==> config.mk <==
export PLATFORM = sky130hd
export DESIGN_NAME = upscale_seq
export DESIGN_NICKNAME = d
export VERILOG_FILES = /design/src/rtl/upscale_seq.sv
export SDC_FILE = /design/constraint.sdc
export NUM_CORES = 1
export LEC_CHECK = 0
export CAP_MARGIN = 20
export CORE_MARGIN = 8
export CORE_UTILIZATION = 51
export DETAILED_ROUTE_END_ITERATION = 16
export PLACE_DENSITY = 0.84
export SKIP_CTS_REPAIR_TIMING = 1
export SLEW_MARGIN = 20
export SYNTH_ARGS = -nofsm -noshare
export SYNTH_HDL_FRONTEND = slang
export SYNTH_SLANG_ARGS = --single-unit
==> constraint.sdc <==
create_clock -name clk -period 4 [get_ports clk]
set_clock_uncertainty 0.2 [all_clocks]
set_input_delay 0.8 -clock clk [delete_from_list [all_inputs] [get_ports clk]]
set_output_delay 0.8 -clock clk [all_outputs]
set_load 0.05 [all_outputs]
==> src/rtl/upscale_seq.sv <==
// Sequencing controller for a 2x nearest-neighbour upscaler.
// Fills an external line buffer with one input row, then replays it as two
// output rows with every pixel doubled horizontally. Pixel data never passes
// through this block; it only drives addresses, handshakes and framing flags.
module upscale_seq #(
    parameter int unsigned IN_W = 8,
    parameter int unsigned IN_H = 8,
    parameter int unsigned XW   = 4,
    parameter int unsigned YW   = 4
) (
    input  logic          clk,
    input  logic          rst_n,
    input  logic          start,
    output logic          busy,
    output logic          done,
    input  logic          in_valid,
    output logic          in_ready,
    output logic          lb_we,
    output logic [XW-1:0] lb_waddr,
    output logic [XW-1:0] lb_raddr,
    output logic          out_valid,
    input  logic          out_ready,
    output logic [XW-1:0] out_x,
    output logic [YW-1:0] out_y,
    output logic          out_sof,
    output logic          out_eol,
    output logic          out_eof
);

    localparam logic [XW-1:0] WLast = XW'(IN_W - 1);
    localparam logic [XW-1:0] XLast = XW'(2 * IN_W - 1);
    localparam logic [YW-1:0] HLast = YW'(IN_H - 1);

    typedef enum logic [1:0] {StIdle, StFill, StEmit, StDone} state_e;

    state_e        state_q, state_d;
    logic [XW-1:0] wx_q, wx_d;
    logic [XW-1:0] ox_q, ox_d;
    logic          rep_q, rep_d;
    logic [YW-1:0] row_q, row_d;

    logic fill, emit, eol;

    assign fill = (state_q == StFill);
    assign emit = (state_q == StEmit);
    assign eol  = (ox_q == XLast);

    // Next-state and counter updates; handshakes only matter in their own state.
    always_comb begin
        state_d = state_q;
        wx_d    = wx_q;
        ox_d    = ox_q;
        rep_d   = rep_q;
        row_d   = row_q;
        case (state_q)
            StIdle: begin
                if (start) begin
                    state_d = StFill;
                    wx_d    = '0;
                    ox_d    = '0;
                    rep_d   = 1'b0;
                    row_d   = '0;
                end
            end
            StFill: begin
                if (in_valid) begin
                    if (wx_q == WLast) begin
                        wx_d    = '0;
                        ox_d    = '0;
                        rep_d   = 1'b0;
                        state_d = StEmit;
                    end else begin
                        wx_d = wx_q + XW'(1);
                    end
                end
            end
            StEmit: begin
                if (out_ready) begin
                    if (eol) begin
                        ox_d = '0;
                        if (!rep_q) begin
                            rep_d = 1'b1;
                        end else if (row_q == HLast) begin
                            state_d = StDone;
                        end else begin
                            row_d   = row_q + YW'(1);
                            rep_d   = 1'b0;
                            state_d = StFill;
                        end
                    end else begin
                        ox_d = ox_q + XW'(1);
                    end
                end
            end
            StDone:  state_d = StIdle;
            default: state_d = StIdle;
        endcase
    end

    // State and counter registers; reset abandons any partial frame.
    always_ff @(posedge clk or negedge rst_n) begin
        if (!rst_n) begin
            state_q <= StIdle;
            wx_q    <= '0;
            ox_q    <= '0;
            rep_q   <= 1'b0;
            row_q   <= '0;
        end else begin
            state_q <= state_d;
            wx_q    <= wx_d;
            ox_q    <= ox_d;
            rep_q   <= rep_d;
            row_q   <= row_d;
        end
    end

    // Moore outputs decoded from registers; positional outputs are forced to
    // zero outside their active state so stale counters never leak out.
    always_comb begin
        busy      = (state_q != StIdle);
        done      = (state_q == StDone);
        in_ready  = fill;
        out_valid = emit;
        lb_waddr  = fill ? wx_q : '0;
        lb_raddr  = emit ? (ox_q >> 1) : '0;
        out_x     = emit ? ox_q : '0;
        out_y     = emit ? YW'({row_q, rep_q}) : '0;
        out_sof   = emit & (ox_q == '0) & !rep_q & (row_q == '0);
        out_eol   = emit & eol;
        out_eof   = emit & eol & rep_q & (row_q == HLast);
    end

    // The only combinational path from an input: write strobe on accept.
    assign lb_we = in_valid & in_ready;

endmodule

==> results.md <==
- Cells after synthesis: ~130
- Fraction of layout instances using a drive strength above 1: 0.04762
- CP max FO: 14
- Io pins: 29
- CTS tree: done
- Clock Path Buffers: 2
- Synth Warn #: 0
- Final setup fails: 0
- CP Data Required Time: ~3000 ps
- Average size of a mapped cell: about 8.4 sq um
- LEAKAGE: roughly 0.55 nW
- Reg clk slew, reported paths: 90 ps
- GP Congestion: 0.8035
- Number of synthesized flops with an enable pin: 0
- IO Port Bufs: 27
- Fmax: roughly 0.28 GHz
- Hold Slack: ~340 ps
- H-tree Lvls: 1
- Placed cells: 170
- Global-route usage over all layers: 0.1458
- Worst setup EP type: primary output
- Slew @ Worst Pin: approximately 700 ps
- Drt wl/cell: 15.06 um
- Crit start category: flop
- R2R setup slack: approximately 2000 ps
- Detailed Route Iter0 Violations: 22
- Mapped cell area: about 1000 sq um
- Post-synthesis async set-or-reset flop share: 1.000
- RSZ-0062 raised after global routing: no
- CTS root buf: clkbuf_4
- TritonCTS Buffers: 3
- Largest net degree at the start of global routing: 16
- DPL Wire Length: 2001 um
- # DRC: 0
- GRT overflow: 0
- Die ar.: 3760 sq um
- Vias in the first global route: about 940
- Critical path arrival: around 2600 ps
- WL final: around 2600 um
- Most common cell after layout, fill and taps aside: clkdlybuf4s50_1
- Post-Layout Cell Count: 174
- CTS Sinks: 15
- Maximum vdd drop: 0.3938 mV
- Worst-skew pair later-pin latency: about 280 ps
- Core ar.: 1942 sq um
- Net count, final: 158
- Setup CP Type: flop to primary output
- Final design instance area without fill: roughly 1300 sq um
- Synth area leaders: dfrtp_1 (36%), ha_1 (6.0%), and2_1 (4.8%), nor2_1 (4.7%), nand3b_1 (3.6%)
- Die H: between 60 and 70 um
- Max-slew headroom: 0.5329
- # Max-Cap Violations: 0
- Detailed Routing Iterations Pass 1: 4
- TNS Setup: 0 ps
- Commonest cells after routing, fill and taps aside: clkdlybuf4s50_1 (27), dfrtp_1 (15), nor2_1 (13)
- Initial Util: 0.5393
- Synthesis-stage register bit count: 15
- Vias/cell: approximately 5.6
- Synth top area share: 0.3584
- Post-route ant nets: 0
- Area growth from synthesis to layout: 26.28%
- Outcome: complete, no violations
- Primary FF master, synth: dfrtp_1
- HP Class: flop to flop
- Antenna violations before repair: 0
- Netlist cell types: 36
- Row count: 16
- Post-synthesis sequential area ratio: 0.3584
- Placed inst area: 1296 sq um
- Final min period: 3570 ps
- N_diodes: 0
- P per Cell Area: roughly 600 nW/um^2
- Final Hold Violating Endpoints: 0
- Synthesized net count: 135
- Leading area contributor after synthesis: dfrtp_1
- Period Utilization, post-route: 0.8925
- Vias: between 900 and 1000
- Chip width: between 60 and 70 um
- Max Transition Viols Final: 0
- First-pass GRT wire length: roughly 4100 um
-- final timing paths --
kind / startpoint / to / cells after the start
setup / recovery: state_q[0]$_DFFE_PN0P_ / out_sof / 4
hold / removal: wx_q[0]$_DFFE_PN0P_ / wx_q[0]$_DFFE_PN0P_ / 1
setup reg to reg: state_q[0]$_DFFE_PN0P_ / row_q[1]$_DFFE_PN0P_ / 5
hold reg to reg: wx_q[0]$_DFFE_PN0P_ / wx_q[0]$_DFFE_PN0P_ / 1
max in group asynchronous: rst_n / ox_q[0]$_DFFE_PN0P_ / 1
min in group asynchronous: rst_n / wx_q[1]$_DFFE_PN0P_ / 1
-- worst max-delay path: stages (launching register included) --
cell and delay (ps):
dfrtp_1 510, nand2b_1 360, inv_1 340, and4_1 250, clkdlybuf4s50_1 820
-- Yosys cell counts, drive strengths merged (3+ instances only) --
cell type / instances
inv: 8
ha: 5
o21ai: 6
o22ai: 3
nand3: 7
a21oi: 4
dfrtp: 15
nor2: 13
nand2: 9
nand3b: 5
buf: 9
nand4: 3
and2: 8
-- per-stage QoR --
step / total power, mW / util / setup WS, ps
after floorplan: 0.5824 / - / 1077
after global placement: 0.6983 / 0.6675 / 583.2
after detailed placement: 0.7153 / 0.6675 / 567.6
after CTS: 0.8015 / 0.6811 / 450.1
after global routing: 0.8487 / 0.6811 / 318.2
final: 0.7948 / 0.6811 / 429.9
-- report_power, final --
| group | total, mW | internal [mW] | switching (mW) |
|---|---|---|---|
| combinational | 0.447 | 0.175 | 0.272 |
| clock | 0.0858 | 0.0387 | 0.0471 |
| sequential | 0.262 | 0.197 | 0.0650 |
-- sequential cells by signal, indices dropped and copies added, names as in the netlist --
register and flops:
rep_q 1, state_q 2, wx_q 4, row_q 4
ox_q 4
-- per-layer routing --
layer,GRT usage,share of wire,vias to the layer above
met4,0.06312,0.011,0
met1,0.1565,0.42,459
met5,0,0,-
met3,0.04802,0.083,5
li1,-,-,477
met2,0.2537,0.49,38
-- cells by family (layout without fill, tap and decap cells) --
group                    after synthesis  after routing  share of synthesized area
adder cells (fa/ha/maj)                5              5                    0.05974
AO/OA/AOI/OAI                         26             26                     0.1673
buffers and inverters                 17             39                    0.08124
AND/OR/NAND/NOR                       58             58                     0.2999
flip-flops                            15             15                     0.3584
multiplexers                           3              3                    0.02987
other                                  1              1                   0.003581
-- layout make-up --
class	count	area, sq um
multi-input combinational	93	586.8
fill	176	619.3
clock buffer	4	26.28
inverter	8	30.03
sequential	15	375.4
tap	27	33.78
timing repair buffer	27	270.3
No activity file was read; power rests on OpenSTA's default activity.
